File: src/rtl/decoder_pkg.sv
// Shared definitions for the 2-to-4 pulse decoder.
//   ONEHOT_W  : width of the one-hot output bus
//   state_t   : FSM state encoding (IDLE, HOLD)
//   cnt_width : hold-counter width, clog2 with a floor of one bit
package decoder_pkg;

  localparam int ONEHOT_W = 4;

  typedef enum logic [0:0] {
    IDLE = 1'b0,
    HOLD = 1'b1
  } state_t;

  // A hold length of 1 still needs a one-bit counter so the register
  // never degenerates to zero width.
  function automatic int cnt_width(input int n);
    if (n <= 1) return 1;
    return $clog2(n);
  endfunction

endpackage

File: src/rtl/dec_2to4_comb.sv
// Purely combinational 2-bit index to 4-bit one-hot decoder.
// Ports:
//   idx    : encoded index (0..3)
//   onehot : 4'b0001 << idx
module dec_2to4_comb
  import decoder_pkg::*;
(
  input  logic [1:0]          idx,
  output logic [ONEHOT_W-1:0] onehot
);

  always_comb begin
    onehot = '0;
    case (idx)
      2'd0:    onehot = 4'b0001;
      2'd1:    onehot = 4'b0010;
      2'd2:    onehot = 4'b0100;
      default: onehot = 4'b1000;
    endcase
  end

endmodule

File: src/rtl/decoder_2to4_pulse.sv
// Registered 2-to-4 one-hot decoder with a pulse-hold timer.
// Each accepted index drives one bit of y for HOLD_CYCLES cycles.
// Ports:
//   clk, rst  : clock, synchronous active-high reset
//   d         : encoded index, sampled only on a transfer
//   d_valid   : source offers d this cycle
//   d_ready   : block can accept d this cycle
//   y         : registered one-hot output, zero when idle
//   y_valid   : y holds a decoded value
//   done      : high in the last hold cycle of each value
//   state_dbg : current FSM state (1 = HOLD), for observation only
//
// Handshake: a transfer happens on a rising edge where d_valid && d_ready.
// While d_valid is high and d_ready is low the request is simply not taken;
// the source keeps d and d_valid stable until it is. d_ready does not depend
// on d_valid.
module decoder_2to4_pulse
  import decoder_pkg::*;
#(
  parameter int HOLD_CYCLES = 4
) (
  input  logic                clk,
  input  logic                rst,
  input  logic [1:0]          d,
  input  logic                d_valid,
  output logic                d_ready,
  output logic [ONEHOT_W-1:0] y,
  output logic                y_valid,
  output logic                done,
  output logic                state_dbg
);

  localparam int CW = cnt_width(HOLD_CYCLES);

  state_t              state;
  logic [CW-1:0]       cnt;
  logic [ONEHOT_W-1:0] dec_y;
  logic                last_cycle;
  logic                xfer;

  dec_2to4_comb u_dec (
    .idx    (d),
    .onehot (dec_y)
  );

  // The final hold cycle doubles as an acceptance slot so back-to-back
  // values follow each other without an idle gap.
  assign last_cycle = (state == HOLD) && (cnt == '0);
  assign d_ready    = !rst && ((state == IDLE) || (cnt == '0));
  assign xfer       = d_valid && d_ready;
  assign y_valid    = (state == HOLD);
  // Gated by rst so a reset landing on the last cycle suppresses the pulse.
  assign done       = !rst && last_cycle;
  assign state_dbg  = (state == HOLD);

  always_ff @(posedge clk) begin
    if (rst) begin
      state <= IDLE;
      cnt   <= '0;
      y     <= '0;
    end else if (xfer) begin
      state <= HOLD;
      cnt   <= CW'(HOLD_CYCLES - 1);
      y     <= dec_y;
    end else if (state == HOLD) begin
      if (cnt == '0) begin
        state <= IDLE;
        y     <= '0;
      end else begin
        cnt <= cnt - CW'(1);
      end
    end
  end

endmodule

File: config.mk
export PLATFORM = sky130hd
export DESIGN_NAME = decoder_2to4_pulse
export DESIGN_NICKNAME = d
export VERILOG_FILES = /design/src/rtl/decoder_pkg.sv /design/src/rtl/dec_2to4_comb.sv /design/src/rtl/decoder_2to4_pulse.sv
export SDC_FILE = /design/constraint.sdc
export NUM_CORES = 1
export LEC_CHECK = 0
export ABC_AREA = 1
export BUFFER_PORTS_ARGS = -buffer_cell sky130_fd_sc_hd__buf_2
export CORE_AREA = 2 2 39 41
export DETAILED_ROUTE_END_ITERATION = 12
export DIE_AREA = 0 0 41 43
export GPL_TIMING_DRIVEN = 0
export SLEW_MARGIN = 20
export SYNTH_ARGS = -nofsm -noshare
export SYNTH_HDL_FRONTEND = slang
export SYNTH_SLANG_ARGS = --single-unit
export TNS_END_PERCENT = 1
File: constraint.sdc
create_clock -name clk -period 1.4 [get_ports clk]
set_clock_uncertainty 0.05 [all_clocks]
set_input_delay 0.07 -clock clk [delete_from_list [all_inputs] [get_ports clk]]
set_output_delay 0.07 -clock clk [all_outputs]
set_load 0.1 [all_outputs]
# Word level (Yosys, flattened, before mapping)
# Cells that the tools add are included.
# word_totals
reg_bits	7
input_bits	5
word_cells	30
# op_classes
addsub	1
n_eq_ne	3
muxes	10
bitwise	1
reduce_logical	12
# op_table
cell	count
4-bit 2-to-1 mux	3
4-bit one-hot mux with 3 select lines	1
2-bit 2-to-1 mux	3
1-bit logical AND	4
2-bit logical NOT	2
2-bit AND reduction	2
2-bit nonzero test	2
1-bit 2-to-1 mux	3
2-bit by 1-bit equality test with 1-bit output, second input constant	1
2-bit equality test, second input constant	1
2-bit != test, second input constant	1
2-bit by 1-bit subtractor with 2-bit output, second input constant	1
1-bit logical NOT	1
1-bit logical OR	1
1-bit NOT	1

# Logic depth before layout (Yosys ltp)
# Gate-level depths: netlist (run 1).
# logic_depth
word_depth	6
depth_mapped	8
depth_no_buf	8

# Hierarchy
# A second synthesis (run 1) with hierarchy kept.
# hier_totals
hier_cells	46
area_unflattened_um2	359.1
# modules_own_cells
module	instances	cells_each	area_per_inst_um2	seq_area_each_um2
decoder_2to4_pulse	1	39	332.8	140.1
dec_2to4_comb	1	7	26.3	0.0

# Worst setup path after synthesis (run 1)
# OpenSTA, ideal clock, no wires.
# synth_path
path_kind	reg2out
start	register state, in the netlist state_dbg
end	output port done
arrival_time_ns	2.609
required_ns	1.280
setup_slack_ns	-1.329
path_stages_with_launch	3
path_buffers	0
cell_sequence	dfxtp_1 -> nand2_1 -> nor2_1
# synth_via
elab_chain_cells	2
# synth_rtl
item	line_no	rtl
start, declared	decoder_2to4_pulse.sv:35	state_t state;
start signal, assigned	decoder_2to4_pulse.sv:58	state <= IDLE;
start signal, assigned	decoder_2to4_pulse.sv:62	state <= HOLD;
start signal, assigned	decoder_2to4_pulse.sv:67	state <= IDLE;
1-bit logical AND	decoder_2to4_pulse.sv:48	assign last_cycle = (state == HOLD) && (cnt == '0);
1-bit logical AND	decoder_2to4_pulse.sv:53	assign done = !rst && last_cycle;
end, declared	decoder_2to4_pulse.sv:29	output logic done,
# Every way passes these cells.

# Final worst setup path (run 1)
# layout_path
start	register cnt[0]
end	output port d_ready
# layout_via
elab_chain_cells	3
# layout_rtl
item	line_no	rtl
start, declared	decoder_2to4_pulse.sv:36	logic [CW-1:0] cnt;
start signal, assigned	decoder_2to4_pulse.sv:63	cnt <= CW'(HOLD_CYCLES - 1);
start signal, assigned	decoder_2to4_pulse.sv:70	cnt <= cnt - CW'(1);
2-bit logical NOT	decoder_2to4_pulse.sv:49	assign d_ready = !rst && ((state == IDLE) || (cnt == '0));
1-bit logical OR	decoder_2to4_pulse.sv:49	
1-bit logical AND	decoder_2to4_pulse.sv:49	
end, declared	decoder_2to4_pulse.sv:26	output logic d_ready,
# Every way passes these cells.

==> results.md, run 1 <==
- Depth of the most critical reg-to-reg path: 7
- Slew HR: 67.89%
- # rows: 14
- Drc violations: 0
- Routed WL: 734 um
- Worst-path fanout max: 3
- Maximum VDD drop: 0.0005174 V
- First-pass GRT wire length: 1193 um
- Synthesized area: 354.1 sq um
- Initial antenna violation count: 0
- Critical Path RT: 1.28 ns
- Crit path max-delay family: buffers and inverters
- Final Worst Setup Slack: 0.04603 ns
- Global route overflow: 0
- # nets final: 68
- Syn_area_per_cell: 7.698 sq um
- Synth-to-Final Area Change: 42.05%
- Status: finished clean
- Slowest CP cell: dfxtp_1
- CP Capture Type: output pin
- Final count of negative-setup-slack endpoints: 0
- Hold depth: 2
- Hold EP: state_dbg
- Largest net degree at the start of global routing: 11
- Max stage delay on crit path: 0.30 ns
- Power per cell area: 1195 mW/mm^2
- Cts hold-fix bufs: 0
- Leakage power total: 0.0002376 uW
- Ranking of synthesized cells by area: dfxtp_1 (40%), a21oi_1 (8.5%), inv_1 (7.4%)
- Total Routing Usage GR: 10.15%
- WS Path Type: flop to output pin
- Htree depth: 1
- RSZ-0062 raised after global routing: true
- Post-CTS Setup Bufs: 0
- CTS tree: yes
- Post-synthesis sequential area ratio: 39.58%
- Critical path, cell by cell: inv_2 -> ha_2 -> inv_2 -> a21oi_2 -> buf_12
- Synth warn: 0
- Max Cap Viol: 0
- Initial core utilization: 25.59%
- Vias in the first global route: 322
- CTS max path bufs: 2
- Antenna Cells: 0
- Root buffer cell: clkbuf_4
- Number of slew-limit violations in the final report: 0
- Worst setup SP type: flop
- RD Place Congestion: 0.7941
- DRT antenna net count: 0
- Unique cell type count in the Yosys netlist: 14
- Total power draw: 601.0 uW
- Worst Hold Class: input pin to flop
- Vias/cell: 4.455
- HPWL Detailed: 587.7 um
- Layout cells sized above 1: 42.62%
- Reg-to-reg endpoint: y[0]
- WHS: 0.02293 ns
- Synth Net Count: 52
- Peak Freq: 738.6 MHz
- Pre-CTS WS: 0.02213 ns
- WP buf/inv: 3
- Final worst path period share: 96.71%
- Num Clock Sinks: 7
- # port buffers: 11
- Worst Tran Pin Value: 0.4850 ns
- R2R Setup Slk: 0.25 ns
- Die area: 0.001763 sq mm
- Die height: 43 um
- Hold Vio Cnt, Final: 0
- Initial DRC count: 2
- Cells after synthesis: 46
- Post-layout min period: 1.354 ns
- Yosys reg bits: 7
- CP most frequent cell: inv_2
- Clk Latency, worst-skew pair: 0.25 ns
- Reg clk slew, reported paths: 0.05 ns
- Final TNS setup: 0 ns
- TritonRoute pass-1 iters: 2
- Chip width: 41 um
- Share of the synthesized area in the top cell type: 39.58%
- Reg-to-Reg Start: cnt[1]
- # IOs: 13
- Core area: 0.001384 sq mm
- Crit path DAT: 1.23 ns
- Hold Path Origin: rst
- Via Count: 343
- Leading area contributor after synthesis: dfxtp_1
- Total CTS buffers: 3
- Routed WL per cell: 9.532 um
-- logic make-up (layout without fill, tap and decap cells) --
kind of cell	count (synthesis)	in the layout	share of synthesized area [%]
compound gates	9	9	13.08
fa+ha+maj	1	1	3.533
buf+inv	10	25	13.43
flops	7	7	39.57
simple gates	19	19	30.39
-- cell usage after synthesis, drive strengths merged --
| cell | instances |
|---|---|
| nand4 | 4 |
| nand2 | 6 |
| buf | 2 |
| a31oi | 1 |
| nand3 | 5 |
| nor2 | 4 |
| ha | 1 |
| inv | 8 |
| o21ai | 2 |
| a21oi | 6 |
| dfxtp | 7 |
-- how the worst max path moves through the flow --
| stage | slack, ns | startpoint | cells past startpoint | endpoint |
|---|---|---|---|---|
| finish | 0.05 | cnt[0] | 5 | d_ready |
| global route | -0.02 | cnt[1] | 5 | d_ready |
| CTS | -0.04 | cnt[0] | 5 | d_ready |
| detailed placement | 0.02 | cnt[0] | 5 | done |
| global placement | 0.05 | cnt[0] | 5 | done |
| floorplan | -0.21 | cnt[0] | 4 | d_ready |
-- cell usage in the layout (no fill, tap or decap), types with 2 or more instances in the layout --
master	count
a21oi_1	5
inv_2	2
inv_1	5
nand2_1	4
nand3_1	4
buf_4	2
buf_2	9
clkbuf_4	3
nor2_1	3
buf_12	2
nand4_1	4
dfxtp_1	6
o21ai_1	2
-- routing by layer --
layer,vias to the layer above,routed length [um],part of all wire [%],track usage (%)
met2,8,375,51,15.31
met1,151,302,41,10.97
met5,-,0,0,0
li1,184,-,-,-
met4,0,0,0,4.000
met3,0,56,7.6,6.283
-- registers in the layout (all words and copies together) (netlist names) --
| signal | flops |
|---|---|
| y | 4 |
| cnt | 2 |
| state_dbg | 1 |
-- power breakdown --
group	internal (uW)	total [uW]	switching (uW)
Combinational	54.2	199	145
Clock	109	180	71.0
Sequential	213	222	9.14
-- stage by stage --
step / cells / utilization (%) / instance area (sq um)
6_report: 77 / 36.35 / 503.0
5_1_grt: 77 / 36.35 / 503.0
3_3_place_gp: 73 / 31.92 / 441.7
2_1_floorplan: 46 / - / 366.6
3_5_place_dp: 73 / 31.92 / 441.7
4_1_cts: 77 / 35.80 / 495.5
-- worst register-to-register path, delay by kind of cell, from the launching register on --
kind | cells | cell delay (ns)
AOI/OAI and AO/OA | 1 | 0.12
adders and majority gates | 1 | 0.19
buffers and inverters | 2 | 0.13
DFF | 1 | 0.32
and+or+nand+nor | 3 | 0.26
-- cell type report --
cell class / count / area, sq um
fillers: 156 / 880.8
multi-input cells: 29 / 182.7
flip-flops and latches: 7 / 141.4
repair buffers: 11 / 85.08
inverters: 8 / 32.53
clock buffers: 4 / 26.28
well taps: 16 / 20.02
plain buffers: 2 / 15.01
-- timing repair --
item	in CTS	in global routing
pin swaps	0	2
gates cloned	0	0
endpoints found under the setup margin	2	2
gates resized for setup	8	4
(Power assumes the default switching activity.)
==> run 2, diff against run 1 <==
clock period = 1.7 ns   (was 1.4 ns; I/O delays follow)
==> results.md, run 2 (same netlist as run 1, synthesis figures left out) <==
- Pre-CTS WS: 0.3071 ns
- Largest net degree at the start of global routing: 11
- Initial core utilization: 25.59%
- Final count of negative-setup-slack endpoints: 0
- CTS max path bufs: 2
- Total CTS buffers: 3
- Power per cell area: 1021 mW/mm^2
- # rows: 14
- TritonRoute pass-1 iters: 3
- Top reg by flops: y
- Leakage power total: 0.0002313 uW
- Core area: 0.001384 sq mm
- Chip width: 41 um
- Slew HR: 67.89%
- Reg clk slew, reported paths: 0.05 ns
- Vias/cell: 4.468
- Peak Freq: 634.1 MHz
- Layout cells sized above 1: 36.07%
- Max reg flops: 4
- M1 GR Usage: 10.97%
- # port buffers: 11
- Crit path DAT: 1.44 ns
- Critical Path RT: 1.56 ns
- Maximum VDD drop: 0.0004248 V
- Root buffer cell: clkbuf_4
- Status: finished clean
- Clk Latency, worst-skew pair: 0.25 ns
- Initial antenna violation count: 0
- WHS: 0.03615 ns
- Routed WL per cell: 9.312 um
- Layout fillers: 153
- CP Capture Type: output pin
- Final Worst Setup Slack: 0.1230 ns
- Final TNS setup: 0 ns
- Die height: 43 um
- Commonest non-fill, non-tap cell in the layout: buf_2
- RD Place Congestion: 0.7941
- Initial DRC count: 3
- First-pass GRT wire length: 1200 um
- Routed WL: 717 um
- Post-layout min period: 1.577 ns
- Worst-path fanout max: 3
- WS Path Type: flop to output pin
- Synth-to-Final Area Change: 32.86%
- DRT antenna net count: 0
- Global route overflow: 0
- # nets final: 68
- Drc violations: 0
- HPWL Detailed: 587.7 um
- Commonest cells after routing, fill and taps aside: buf_2 (10), inv_1 (7), dfxtp_1 (6), nand2_1 (5), a21oi_1 (5)
- Antenna Cells: 0
- Number of slew-limit violations in the final report: 0
- # IOs: 13
- Die area: 0.001763 sq mm
- Worst setup SP type: flop
- Hold Vio Cnt, Final: 0
- Via Count: 344
- Htree depth: 1
- Max Cap Viol: 0
- GR Util met2: 15.31%
- Vias in the first global route: 326
- Met3 usage: 6.283%
- Worst Hold Class: input pin to flop
- RSZ-0062 raised after global routing: false
- Worst Tran Pin Value: 0.4850 ns
- GR peak layer: met2
- CTS tree: yes
- Final worst path period share: 92.76%
- Post-CTS Setup Bufs: 0
- Num Clock Sinks: 7
- Total Routing Usage GR: 10.15%
## run 2: cell type report
| class | count | area [sq um] | share of cell area (%) |
|---|---|---|---|
| inverter | 8 | 32.53 | 6.915 |
| sequential | 7 | 141.4 | 30.05 |
| buffer | 2 | 15.01 | 3.191 |
| multi-input combinational | 29 | 177.7 | 37.77 |
| clock buffer | 4 | 26.28 | 5.585 |
| timing repair buffer | 11 | 57.56 | 12.23 |
| tap | 16 | 20.02 | 4.255 |
## run 2: critical path, stage by stage (launching register included)
cell	delay, ns
dfxtp_1	0.29
inv_1	0.08
ha_1	0.19
inv_1	0.09
a21oi_2	0.11
buf_2	0.43
## run 2: layer usage
metal,vias up,routed length (um)
met1,153,301
met5,-,0
met3,0,55
li1,183,-
met2,8,360
met4,0,0
## run 2: final timing paths
kind,from,endpoint,slack [ns],cells after the start
max,cnt[0],d_ready,0.12,5
min,rst,state_dbg,0.04,2
max reg2reg,cnt[0],y[0],0.47,7
min reg2reg,y[1],y[1],0.43,2
## run 2: power by group
part,switching [uW],internal (uW),total [uW]
sequential,6.64,175,182
combinational,116,33.1,149
clock,59.5,89.5,149
## run 2: what timing repair did
item                                    in CTS  in global routing
hold buffers                                 0                  0
resized for setup                            0                  1
endpoints found under the setup margin       0                  1
## run 2: through the flow
stage	cell area (sq um)	cells	util, %	power (uW)
after floorplan	366.6	46	-	309.4
after global placement	441.7	73	31.92	332.5
after detailed placement	441.7	73	31.92	335.7
after CTS	467.9	77	33.82	488.0
after global routing	470.5	77	34.00	508.8
final	470.5	77	34.00	480.2
